==> src/rtl/instruction_fetch_pkg.sv <==
// Shared definitions for the LEGv8 fetch stage. The Controller reads the same
// opcode field bounds so that decode and fetch agree on the opcode slice.
package instruction_fetch_pkg;

    localparam int INSTR_WIDTH  = 32;
    localparam int ADDR_WIDTH   = 64;
    localparam int OPCODE_MSB   = 31;
    localparam int OPCODE_LSB   = 21;
    localparam int OPCODE_WIDTH = OPCODE_MSB - OPCODE_LSB + 1;
    localparam int PC_INCREMENT = 4;

    typedef enum logic [1:0] {
        IDLE,
        ISSUE,
        WAIT,
        DROP
    } fetch_state_e;

endpackage

==> src/rtl/instruction_fetch_if.sv <==
// Bundles the instruction-memory port, the decode output register and the
// branch-resolution inputs. The master modport is the fetch stage's view.
interface instruction_fetch_if;
    import instruction_fetch_pkg::*;

    logic                    imemReq;
    logic [ADDR_WIDTH-1:0]   imemAddr;
    logic                    imemReady;
    logic                    imemValid;
    logic [INSTR_WIDTH-1:0]  imemData;

    logic                    instrValid;
    logic                    instrReady;
    logic [INSTR_WIDTH-1:0]  instruction;
    logic [OPCODE_WIDTH-1:0] opcode;
    logic [ADDR_WIDTH-1:0]   instrPC;

    logic                    branchResolve;
    logic                    unconditionalBranch;
    logic                    branch;
    logic                    zero;
    logic [ADDR_WIDTH-1:0]   branchPC;
    logic [ADDR_WIDTH-1:0]   branchOffset;

    modport master (
        output imemReq, imemAddr, instrValid, instruction, opcode, instrPC,
        input  imemReady, imemValid, imemData, instrReady,
               branchResolve, unconditionalBranch, branch, zero, branchPC, branchOffset
    );

    modport slave (
        input  imemReq, imemAddr, instrValid, instruction, opcode, instrPC,
        output imemReady, imemValid, imemData, instrReady,
               branchResolve, unconditionalBranch, branch, zero, branchPC, branchOffset
    );

endinterface

==> src/rtl/instruction_fetch_branch_target.sv <==
// Combinational branch decision and target address; kept separate so later
// pipelined fetch variants can reuse it unchanged.
module instruction_fetch_branch_target
    import instruction_fetch_pkg::*;
(
    input  logic                  branch_resolve_i,
    input  logic                  unconditional_branch_i,
    input  logic                  branch_i,
    input  logic                  zero_i,
    input  logic [ADDR_WIDTH-1:0] branch_pc_i,
    input  logic [ADDR_WIDTH-1:0] branch_offset_i,
    output logic                  pc_src_o,
    output logic [ADDR_WIDTH-1:0] target_o
);

    assign pc_src_o = branch_resolve_i & (unconditional_branch_i | (branch_i & zero_i));
    // Offset counts words; the shift drops its top bits, giving modulo-2^64 wrap.
    assign target_o = branch_pc_i + (branch_offset_i << 2);

endmodule

==> src/rtl/instruction_fetch.sv <==
// LEGv8 fetch stage: single-outstanding instruction-memory reads feeding a
// valid/ready output register, with branch redirect that drops stale fetches.
module instruction_fetch
    import instruction_fetch_pkg::*;
#(
    parameter logic [ADDR_WIDTH-1:0] RESET_PC = 64'h0
) (
    input logic                 clock,
    input logic                 resetN,
    instruction_fetch_if.master bus
);

    fetch_state_e           state_q, state_d;
    logic [ADDR_WIDTH-1:0]  pc_q, pc_d;
    logic                   instr_valid_q, instr_valid_d;
    logic [INSTR_WIDTH-1:0] instruction_q, instruction_d;
    logic [ADDR_WIDTH-1:0]  instr_pc_q, instr_pc_d;

    logic                   pc_src;
    logic [ADDR_WIDTH-1:0]  target;
    logic                   req;
    logic                   accepted;

    instruction_fetch_branch_target u_branch_target (
        .branch_resolve_i       (bus.branchResolve),
        .unconditional_branch_i (bus.unconditionalBranch),
        .branch_i               (bus.branch),
        .zero_i                 (bus.zero),
        .branch_pc_i            (bus.branchPC),
        .branch_offset_i        (bus.branchOffset),
        .pc_src_o               (pc_src),
        .target_o               (target)
    );

    // Issue only when the output register is empty or draining this cycle.
    assign req      = (state_q == ISSUE) && (!instr_valid_q || bus.instrReady);
    assign accepted = req && bus.imemReady;

    assign bus.imemReq     = req;
    assign bus.imemAddr    = pc_q;
    assign bus.instrValid  = instr_valid_q;
    assign bus.instruction = instruction_q;
    assign bus.opcode      = instruction_q[OPCODE_MSB:OPCODE_LSB];
    assign bus.instrPC     = instr_pc_q;

    always_comb begin
        // NOTE: every variable gets a default first so no path leaves it unassigned and infers a latch.
        state_d       = state_q;
        pc_d          = pc_q;
        instr_valid_d = instr_valid_q && !bus.instrReady;
        instruction_d = instruction_q;
        instr_pc_d    = instr_pc_q;

        case (state_q)
            IDLE:  state_d = ISSUE;
            ISSUE: if (accepted) state_d = WAIT;
            WAIT: begin
                if (bus.imemValid) begin
                    instruction_d = bus.imemData;
                    instr_pc_d    = pc_q;
                    instr_valid_d = 1'b1;
                    pc_d          = pc_q + ADDR_WIDTH'(PC_INCREMENT);
                    state_d       = ISSUE;
                end
            end
            DROP:  if (bus.imemValid) state_d = ISSUE;
            default: state_d = IDLE;
        endcase

        // A taken branch overrides everything above, including a response landing now.
        if (pc_src) begin
            pc_d          = target;
            instr_valid_d = 1'b0;
            instruction_d = instruction_q;
            instr_pc_d    = instr_pc_q;
            case (state_q)
                IDLE:    state_d = ISSUE;
                ISSUE:   state_d = accepted ? DROP : ISSUE;
                WAIT:    state_d = bus.imemValid ? ISSUE : DROP;
                DROP:    state_d = DROP;
                default: state_d = IDLE;
            endcase
        end
    end

    // NOTE: sequential state uses non-blocking assignments so every register samples pre-edge values.
    always_ff @(posedge clock or negedge resetN) begin
        if (!resetN) begin
            state_q       <= IDLE;
            pc_q          <= RESET_PC;
            instr_valid_q <= 1'b0;
            instruction_q <= '0;
            instr_pc_q    <= '0;
        end else begin
            state_q       <= state_d;
            pc_q          <= pc_d;
            instr_valid_q <= instr_valid_d;
            instruction_q <= instruction_d;
            instr_pc_q    <= instr_pc_d;
        end
    end

endmodule

==> src/flat_wrapper.sv <==
// flat-port wrapper written by rule: the top's interface ports become plain ports
module instruction_fetch_flat import instruction_fetch_pkg::*;
#(
    parameter logic [ADDR_WIDTH-1:0] RESET_PC = 64'h0
)
  (clock, resetN, bus_imemReq, bus_imemAddr, bus_instrValid, bus_instruction, bus_opcode, bus_instrPC, bus_imemReady, bus_imemValid, bus_imemData, bus_instrReady, bus_branchResolve, bus_unconditionalBranch, bus_branch, bus_zero, bus_branchPC, bus_branchOffset);
  instruction_fetch_if bus_i ();
  input logic clock;
  input logic resetN;
  output wire logic [$bits(bus_i.imemReq)-1:0] bus_imemReq;
  output wire logic [$bits(bus_i.imemAddr)-1:0] bus_imemAddr;
  output wire logic [$bits(bus_i.instrValid)-1:0] bus_instrValid;
  output wire logic [$bits(bus_i.instruction)-1:0] bus_instruction;
  output wire logic [$bits(bus_i.opcode)-1:0] bus_opcode;
  output wire logic [$bits(bus_i.instrPC)-1:0] bus_instrPC;
  input wire logic [$bits(bus_i.imemReady)-1:0] bus_imemReady;
  input wire logic [$bits(bus_i.imemValid)-1:0] bus_imemValid;
  input wire logic [$bits(bus_i.imemData)-1:0] bus_imemData;
  input wire logic [$bits(bus_i.instrReady)-1:0] bus_instrReady;
  input wire logic [$bits(bus_i.branchResolve)-1:0] bus_branchResolve;
  input wire logic [$bits(bus_i.unconditionalBranch)-1:0] bus_unconditionalBranch;
  input wire logic [$bits(bus_i.branch)-1:0] bus_branch;
  input wire logic [$bits(bus_i.zero)-1:0] bus_zero;
  input wire logic [$bits(bus_i.branchPC)-1:0] bus_branchPC;
  input wire logic [$bits(bus_i.branchOffset)-1:0] bus_branchOffset;
  assign bus_imemReq = bus_i.imemReq;
  assign bus_imemAddr = bus_i.imemAddr;
  assign bus_instrValid = bus_i.instrValid;
  assign bus_instruction = bus_i.instruction;
  assign bus_opcode = bus_i.opcode;
  assign bus_instrPC = bus_i.instrPC;
  assign bus_i.imemReady = bus_imemReady;
  assign bus_i.imemValid = bus_imemValid;
  assign bus_i.imemData = bus_imemData;
  assign bus_i.instrReady = bus_instrReady;
  assign bus_i.branchResolve = bus_branchResolve;
  assign bus_i.unconditionalBranch = bus_unconditionalBranch;
  assign bus_i.branch = bus_branch;
  assign bus_i.zero = bus_zero;
  assign bus_i.branchPC = bus_branchPC;
  assign bus_i.branchOffset = bus_branchOffset;
  instruction_fetch #(.RESET_PC(RESET_PC)) u_core (.clock(clock), .resetN(resetN), .bus(bus_i));
endmodule
==> config.mk <==
export PLATFORM = sky130hd
export DESIGN_NAME = instruction_fetch_flat
export DESIGN_NICKNAME = d
export VERILOG_FILES = /design/src/rtl/instruction_fetch_pkg.sv /design/src/rtl/instruction_fetch_if.sv /design/src/rtl/instruction_fetch_branch_target.sv /design/src/rtl/instruction_fetch.sv /design/src/flat_wrapper.sv
export SDC_FILE = /design/constraint.sdc
export NUM_CORES = 1
export LEC_CHECK = 0
export ABC_AREA = 1
export CAP_MARGIN = 25
export CELL_PAD_IN_SITES_DETAIL_PLACEMENT = 1
export CELL_PAD_IN_SITES_GLOBAL_PLACEMENT = 1
export CORE_MARGIN = 1
export CORE_UTILIZATION = 31
export DETAILED_ROUTE_END_ITERATION = 10
export PLACE_DENSITY_LB_ADDON = 0.05
export SETUP_SLACK_MARGIN = 0.3
export SLEW_MARGIN = 0
export SYNTH_ARGS = -nofsm -noshare
export SYNTH_HDL_FRONTEND = slang
export SYNTH_HIERARCHICAL = 1
export SYNTH_SLANG_ARGS = --single-unit
==> constraint.sdc <==
create_clock -name clock -period 1.7 [get_ports clock]
set_input_delay 0.51 -clock clock [delete_from_list [all_inputs] [get_ports clock]]
set_output_delay 0.51 -clock clock [all_outputs]
set_load 0.005 [all_outputs]
==> metrics.md, run 1 <==
| Metric | Value |
|---|---|
| Synth area leaders | `dfrtp_1 28%, nand2_1 26%, inv_1 9.5%, nor2_1 6.4%, ha_1 5.4%` |
| Fillcell total | `5433` |
| Clock Skews | `0.01841 ns` |
| Final hold vios | `0` |
| Core area | `0.04558 mm^2` |
| Die W | `217.5 um` |
| Fin area | `0.02922 mm^2` |
| Dominant cell type by area after synthesis | `dfrtp_1` |
| Root Driver | `clkbuf_16` |
| First-pass GRT wire length | `127.3 mm` |
| Peak VDD IR | `0.001193 V` |
| EDFF count, synth | `0` |
| Area occupied by registers | `0.004114 mm^2` |
| Status | `complete, but fails checks` |
| WL/cell | `27.56 um` |
| Leading cell types in the layout, fill and taps excluded | `521 x nand2_1, 430 x buf_4, 331 x nand2_2` |
| Layout Utilization | `64.11%` |
| Drt drc | `0` |
| Initial DRC Count | `1661` |
| Initial Util | `31.58%` |
| P_leak | `15.04 nW` |
| Remaining antenna violation count after routing | `0` |
| Syn_area_per_cell | `5.992 um^2` |
| Failing checks | `setup timing` |
| CTS tree | `yes` |
| Setup ws final | `-0.7039 ns` |
| RSZ-0062 raised after global routing | `yes` |
| Max-slew violation count | `0` |
| Syn nets | `2634` |
| Setup TNS | `-36.02 ns` |
| Synthesis-stage register bit count | `163` |
| Initial antenna violation count | `2` |
| Final setup fails | `172` |
| Crit Path Category | `primary input to flop` |
| Port buffer count | `339` |
| Hold crit path type | `primary input to flop` |
| Share of layout cells above drive strength 1 | `58.24%` |
| CTS buffer count | `17` |
| Arrival @ worst endpoint | `2.78 ns` |
| CP endpoint kind | `flop` |
| Met3 GRT Util | `4.142%` |
| Synthesis Warnings | `6` |
| Max Fclk | `416.0 MHz` |
| Worst Tran Pin Value | `0.5106 ns` |
| Layout Cells excl Fill | `3969` |
| Total number of vias | `22260` |
| TritonRoute pass-1 iters | `5` |
| GRT Util Overall | `35.51%` |
| CTS Buffer Depth | `2` |
| Ports | `342` |
| Via-to-Cell Ratio | `5.607` |
| Gr ovfl total | `0` |
| Final #Nets | `3590` |
| DP Area | `0.02223 mm^2` |
| Row count | `78` |
| CTS clk-pin slew, worst paths | `0.07 ns` |
| Power per standard cell area | `1029 mW/mm^2` |
| Area Overhead vs Synth | `103.0%` |
| Max_cap viols | `0` |
| Max_slew headroom | `65.81%` |
| Gpl congestion | `0.9635` |
| Sequential share of the synthesized area | `28.34%` |
| Diodes inserted | `0` |
| Hold Slack | `0.4829 ns` |
| Share of the synthesized area in the top cell type | `28.34%` |
| GR Util met1 | `41.97%` |
| Largest net degree at the start of global routing | `60` |
| CP Max Fanout | `4` |
| DIE HEIGHT | `217.5 um` |
| Clock sink total | `163` |
| Placed Cells incl. Taps | `3638` |
| DRT Wirelength | `109.4 mm` |
| Die ar. | `0.04729 mm^2` |
| Period utilization | `141.4%` |
| Vias in the first global route | `21810` |
| Distinct cells, synth | `43` |
| Area of the multi-input gates | `0.01318 mm^2` |
| HPWL Detailed | `58.28 mm` |
| H-tree levels | `4` |
| Global-route met2 utilization | `64.19%` |
| Worst Path Required | `2.08 ns` |
| Mapped Area | `0.01439 mm^2` |
| Main synth FF type | `dfrtp_1` |
| Post-synth ARST share | `100.0%` |
| Min cycle time layout | `2.404 ns` |
| Crit start category | `primary input` |
| Cells after synthesis | `2402` |
| Clk_lat worst skew | `0.48 ns` |
| Busiest grt layer | `met2` |
| Commonest non-fill, non-tap cell in the layout | `nand2_1` |
[per-layer routing]
metal,vias up,routed length (um)
li1,9301,-
met1,10830,38580
met2,1435,51550
met3,688,9243
met4,4,9989
met5,-,27
[critical path, cell delays in order]
cell,delay [ns]
buf_6,0.10
ha_4,0.32
buf_6,0.12
nand2_4,0.06
buf_6,0.15
nor2_4,0.17
nand3_2,0.14
nand2_4,0.13
nand2_4,0.06
nand3_4,0.19
buf_6,0.13
xor2_1,0.17
nand2_1,0.29
o211ai_1,0.22
[repair_timing]
item / CTS / global route
resized for setup: 2093 / 425
setup buffers: 228 / 55
setup endpoints to repair: 333 / 332
pin swaps: 494 / 197
hold endpoints to repair: 14 / 0
hold buffers: 1 / 0
cloned: 13 / 4
[state kept, by name, summed over array words and instances (netlist names)]
name	flops
u_core/bus.instrValid	1
u_core/state_q	2
u_core/bus.imemAddr	64
u_core/bus.instruction	32
u_core/bus.instrPC	64
[worst paths after layout]
check / slack, ns / end / depth (start not counted) / from
worst min-delay path: 0.48 / u_core/bus.imemAddr[2] / 4 / bus_branchPC[2]
max in group asynchronous: 0.49 / u_core/bus.imemAddr[47] / 3 / resetN
worst max register to register: -0.58 / u_core/bus.imemAddr[28] / 10 / u_core/bus.imemAddr[17]
worst max-delay path: -0.70 / u_core/bus.imemAddr[26] / 14 / bus_branchOffset[6]
worst min register to register: 0.50 / u_core/bus.instrPC[54] / 2 / u_core/bus.instrPC[54]
min in group asynchronous: 0.49 / u_core/bus.instrPC[6] / 2 / resetN
[metrics by stage]
step | power [mW] | setup WS, ns
floorplan | 11.21 | -0.3876
global placement | 18.39 | -1.178
detailed placement | 18.76 | -1.239
CTS | 26.01 | -0.2231
global route | 30.96 | -0.7516
finish | 30.05 | -0.7039
[cell families (layout without fill, tap and decap cells)]
kind of cell | Yosys count | count (layout) | synth area share [%]
flip-flops | 163 | 163 | 28.34
adder cells (fa/ha/maj) | 63 | 63 | 5.529
AO/OA/AOI/OAI | 182 | 182 | 7.389
AND/OR/NAND/NOR | 1506 | 1506 | 44.07
buffers and inverters | 448 | 1415 | 12.24
XOR/XNOR | 40 | 40 | 2.434
[cells in the mapped netlist (29+ instances only)]
cell type	n
nand2_1	996
inv_1	365
nor2_1	245
dfrtp_1	163
nand3_1	109
o21ai_0	68
ha_1	62
a21oi_1	49
nand4_1	38
xor2_1	35
nand2_2	30
nor2_2	29
[layout make-up]
cell class / instances / share of cell area, %
Sequential cell: 163 / 14.08
Tap cell: 600 / 2.569
Clock buffer: 22 / 1.623
Inverter: 390 / 5.207
Timing Repair inverter: 1 / 0.05567
Timing Repair Buffer: 994 / 31.01
Clock inverter: 8 / 0.3511
Multi-Input combinational cell: 1791 / 45.10
[power breakdown]
part	switching, mW	internal, mW	total, mW
clock	1.83	2.27	4.10
combinational	10.1	8.97	19.0
sequential	1.49	5.42	6.90
No activity file was read; power rests on OpenSTA's default activity.
==> run 2, diff against run 1 <==
--- a/config.mk
+++ b/config.mk
@@ -10,8 +10,9 @@
 export CELL_PAD_IN_SITES_DETAIL_PLACEMENT = 1
 export CELL_PAD_IN_SITES_GLOBAL_PLACEMENT = 1
 export CORE_MARGIN = 1
-export CORE_UTILIZATION = 31
+export CORE_UTILIZATION = 40
 export DETAILED_ROUTE_END_ITERATION = 10
+export DONT_BUFFER_PORTS = 1
 export PLACE_DENSITY_LB_ADDON = 0.05
 export SETUP_SLACK_MARGIN = 0.3
 export SLEW_MARGIN = 0
==> run 2 against run 1 <==
  * The run now fails in 5_1_grt
  * Synthesized cell count is the same
  * Area after synthesis is the same
==> metrics.md, run 2 <==
| Metric | Value |
|---|---|
| Main synth FF type | `dfrtp_1` |
| Post-synth ARST share | `100.0% (unchanged)` |
| Adder-cell share of the synthesized area | `5.529% (unchanged)` |
| Ports | `342 (unchanged)` |
| Stop err | `[ERROR GRT-0232] Routing congestion too high. Check the congestion heatmap in the GUI.` |
| Mux share of post-synthesis cell area | `0% (unchanged)` |
| Gpl congestion | `0.9225 (-4.3%)` |
| Die W | `191.7 um (-12%)` |
| Largest net degree at the start of global routing | `164` |
| Fraction of the mapped netlist area in compound gates | `7.389% (unchanged)` |
| CTS buffer count | `17 (unchanged)` |
| Distinct cells, synth | `43 (unchanged)` |
| Sequential share of the synthesized area | `28.34% (unchanged)` |
| Synth area leaders | `dfrtp_1 28%, nand2_1 26%, inv_1 9.5%, nor2_1 6.4%, ha_1 5.4%` |
| CTS Buffer Depth | `2 (unchanged)` |
| Synthesis-stage register bit count | `163 (unchanged)` |
| Placed Cells incl. Taps | `3163 (-13%)` |
| Main combinational cell family by area after synthesis | `simple AND/OR/NAND/NOR gates` |
| DIE HEIGHT | `191.7 um (-12%)` |
| Dominant cell type by area after synthesis | `dfrtp_1` |
| Stop stage | `5_1_grt` |
| Port buffer count | `0 (-100%)` |
| Syn nets | `2634 (unchanged)` |
| Top cells by count, synth | `996 x nand2_1, 365 x inv_1, 245 x nor2_1` |
| Simple-gate portion of the synthesized area | `44.07% (unchanged)` |
| Mapped Area | `0.01439 mm^2 (unchanged)` |
| Cells after synthesis | `2402 (unchanged)` |
| Share of the synthesized area in the top cell type | `28.34% (unchanged)` |
| Root Driver | `clkbuf_16` |
| Gr ovfl total | `272` |
| Grt repair worst endpoint | `u_core/bus.imemAddr[50]$_DFFE_PN0N_/D` |
| H-tree levels | `4 (unchanged)` |
| Status | `stopped before the end` |
| HPWL Detailed | `55.33 mm (-5.1%)` |
| Clock sink total | `163 (unchanged)` |
| Initial Util | `40.56% (+9.0 points)` |
| Synthesis Warnings | `6 (unchanged)` |
| Most frequent cell after synthesis | `nand2_1` |
| Row count | `69 (-12%)` |
| Syn_area_per_cell | `5.992 um^2 (unchanged)` |
| EDFF count, synth | `0 (unchanged)` |
| Synth Area in XOR/XNOR | `2.434% (unchanged)` |
| Worst ep type | `register data pin` |
| GRT Util Overall | `74.39%` |
## run 2: cell counts after synthesis
Identical to the previous run, type by type.
## run 2: stage by stage
step           area, um^2  setup WS [ns]
3_5_place_dp        18610        -0.7116
4_1_cts             22240       -0.09937
2_1_floorplan       15650        -0.3876
3_3_place_gp        18610        -0.6595
## run 2: kinds of logic after synthesis
family,after synthesis
AO/OA/AOI/OAI,182
XOR/XNOR,40
adder cells (fa/ha/maj),63
buffers and inverters,448
flip-flops,163
AND/OR/NAND/NOR,1506
## run 2: per-layer routing
metal	overflow	global-route usage, %
met3	5	56.61
met2	158	95.39
met4	104	78.60
met5	1	24.45
met1	4	70.81
## run 2: what timing repair did
| item | 4_1_cts |
|---|---|
| endpoints found under the setup margin | 224 |
| buffers inserted | 63 |
| gates resized for setup | 619 |
| endpoints found under the hold margin | 163 |
| pin swaps | 223 |
| cloned | 14 |
==> run 3, diff against run 2 <==
--- a/config.mk
+++ b/config.mk
@@ -7,14 +7,11 @@
 export LEC_CHECK = 0
 export ABC_AREA = 1
 export CAP_MARGIN = 25
-export CELL_PAD_IN_SITES_DETAIL_PLACEMENT = 1
-export CELL_PAD_IN_SITES_GLOBAL_PLACEMENT = 1
 export CORE_MARGIN = 1
 export CORE_UTILIZATION = 40
 export DETAILED_ROUTE_END_ITERATION = 10
 export DONT_BUFFER_PORTS = 1
-export PLACE_DENSITY_LB_ADDON = 0.05
-export SETUP_SLACK_MARGIN = 0.3
+export PLACE_DENSITY_LB_ADDON = 0.15
 export SLEW_MARGIN = 0
 export SYNTH_ARGS = -nofsm -noshare
 export SYNTH_HDL_FRONTEND = slang
==> constraint.sdc (replaced) <==
create_clock -name clock -period 2.21 [get_ports clock]
set_input_delay 0.663 -clock clock [delete_from_list [all_inputs] [get_ports clock]]
set_output_delay 0.663 -clock clock [all_outputs]
set_load 0.005 [all_outputs]
==> run 3 against run 2 <==
  * The flow now finishes, with violations (hold timing)
==> metrics.md, run 3 (synthesis gave the netlist of run 1 again) <==
| Metric | Value |
|---|---|
| Status | `complete, but fails checks` |
| Failing checks | `hold timing` |
| CP endpoint kind | `flop` |
| Final total power | `13.78 mW` |
| Clock Skews | `0.01842 ns` |
| Initial antenna violation count | `0` |
| Drt drc | `0` |
| HPWL Detailed | `44.96 mm (-19%)` |
| CTS buffer count | `17 (unchanged)` |
| Crit start category | `primary input` |
| Area Overhead vs Synth | `23.78%` |
| Clock sink total | `163 (unchanged)` |
| Core area | `0.03548 mm^2` |
| Die ar. | `0.03674 mm^2` |
| GR Util met1 | `38.38%` |
| Crit Path Category | `primary input to flop` |
| RSZ-0062 raised after global routing | `yes` |
| TritonRoute pass-1 iters | `6` |
| DRT Wirelength | `54.18 mm` |
| H-tree levels | `4 (unchanged)` |
| Max_cap viols | `0` |
| Diodes inserted | `0` |
| Gr ovfl total | `0` |
| Final setup fails | `0` |
| Root Driver | `clkbuf_16` |
| Leading cell types in the layout, fill and taps excluded | `941 x nand2_1, 361 x inv_1, 222 x buf_4` |
| Busiest grt layer | `met2` |
| Arrival @ worst endpoint | `2.52 ns` |
| Max_slew headroom | `66.57%` |
| Met3 GRT Util | `3.545%` |
| Vias in the first global route | `14230` |
| First-pass GRT wire length | `80.65 mm` |
| CTS clk-pin slew, worst paths | `0.06 ns` |
| Largest net degree at the start of global routing | `164` |
| Via-to-Cell Ratio | `4.967` |
| Gpl congestion | `0.9569 (+3.7%)` |
| P_leak | `9.539 nW` |
| Port buffer count | `0 (unchanged)` |
| CTS Buffer Depth | `2 (unchanged)` |
| Global-route met2 utilization | `49.51%` |
| Layout Cells excl Fill | `3064` |
| WL/cell | `17.68 um` |
| Row count | `69 (unchanged)` |
| CP Max Fanout | `4` |
| Setup TNS | `0 ns` |
| Ports | `342 (unchanged)` |
| Final hold vios | `163` |
| Hold Slack | `-0.07556 ns` |
| Share of layout cells above drive strength 1 | `20.25%` |
| Worst Tran Pin Value | `0.4969 ns` |
| Commonest non-fill, non-tap cell in the layout | `nand2_1` |
| Worst Path Required | `2.56 ns` |
| Max Fclk | `460.5 MHz` |
| Placed Cells incl. Taps | `3028 (-4.3%)` |
| Min cycle time layout | `2.172 ns` |
| CTS tree | `yes` |
| Fillcell total | `3743` |
| DIE HEIGHT | `191.7 um (unchanged)` |
| Peak VDD IR | `0.0009798 V` |
| Total number of vias | `15220` |
| Initial DRC Count | `895` |
| Die W | `191.7 um (unchanged)` |
| Remaining antenna violation count after routing | `0` |
| Hold crit path type | `primary input to asynchronous set/reset pin` |
| GRT Util Overall | `29.11%` |
| Clk_lat worst skew | `0.44 ns` |
| Power per standard cell area | `773.7 mW/mm^2` |
| R2R Setup Slk | `0.23 ns` |
| Max-slew violation count | `0` |
| Final #Nets | `2823` |
| Period utilization | `98.27%` |
| Initial Util | `40.56% (unchanged)` |
==> run 3: layer usage <==
layer | part of all wire, % | wire (um)
met4 | 2.5 | 1377
met2 | 47 | 25220
met5 | 0 | 0
met3 | 6.1 | 3315
met1 | 45 | 24270
==> run 3: per-stage QoR <==
step           util, %  setup slack [ns]  instance area, um^2
3_3_place_gp     46.50           -0.4966                16500
6_report         50.21           0.03827                17820
2_1_floorplan        -          -0.03657                14450
4_1_cts          48.33           0.01040                17150
5_1_grt          50.21          -0.02694                17820
3_5_place_dp     46.50           -0.5257                16500
==> run 3: where the power goes <==
group | total (mW) | leakage [nW] | switching (mW) | internal, mW
logic | 4.92 | 7.18 | 2.98 | 1.95
registers | 5.64 | 2.05 | 1.50 | 4.13
clock network | 3.23 | 0.314 | 1.26 | 1.96
total | 13.8 | 9.54 | 5.75 | 8.04
==> run 3: path summary, 6_finish.rpt <==
kind	start	to	depth (start not counted)
hold / removal	resetN	u_core/bus.instruction[24]	0
setup / recovery	bus_branchOffset[15]	u_core/bus.imemAddr[22]	11
min in group clock	bus_imemData[16]	u_core/bus.instruction[16]	2
hold reg to reg	u_core/bus.instruction[9]	u_core/bus.instruction[9]	2
setup reg to reg	u_core/bus.imemAddr[19]	u_core/bus.imemAddr[62]	9
max in group asynchronous	resetN	u_core/bus.imemAddr[55]	0
==> run 3: timing repair <==
action / 4_1_cts / 5_1_grt
pin swaps: 0 / 24
endpoints found under the setup margin: 4 / 38
gates resized for setup: 5 / 160
endpoints found under the hold margin: 163 / 163
buffers inserted: 0 / 5
==> run 3: worst max-delay path, cell delays in order <==
cell and delay (ns):
ha_2 0.37, nand2_2 0.11, nor2_4 0.15, nand2_1 0.14, nor2_2 0.14, nand2_2 0.07
nand3_4 0.13, buf_4 0.12, xor2_1 0.28, nand2_1 0.19, o2111ai_1 0.14
==> run 3: cell type report <==
class	count	area (um^2)	share of cell area (%)
Sequential cell	163	4079	22.89
Clock inverter	11	175.2	0.9832
Multi-Input combinational cell	1791	9275	52.06
Tap cell	461	576.8	3.238
Timing Repair Buffer	228	1787	10.03
Clock buffer	20	456.7	2.563
Inverter	390	1466	8.231
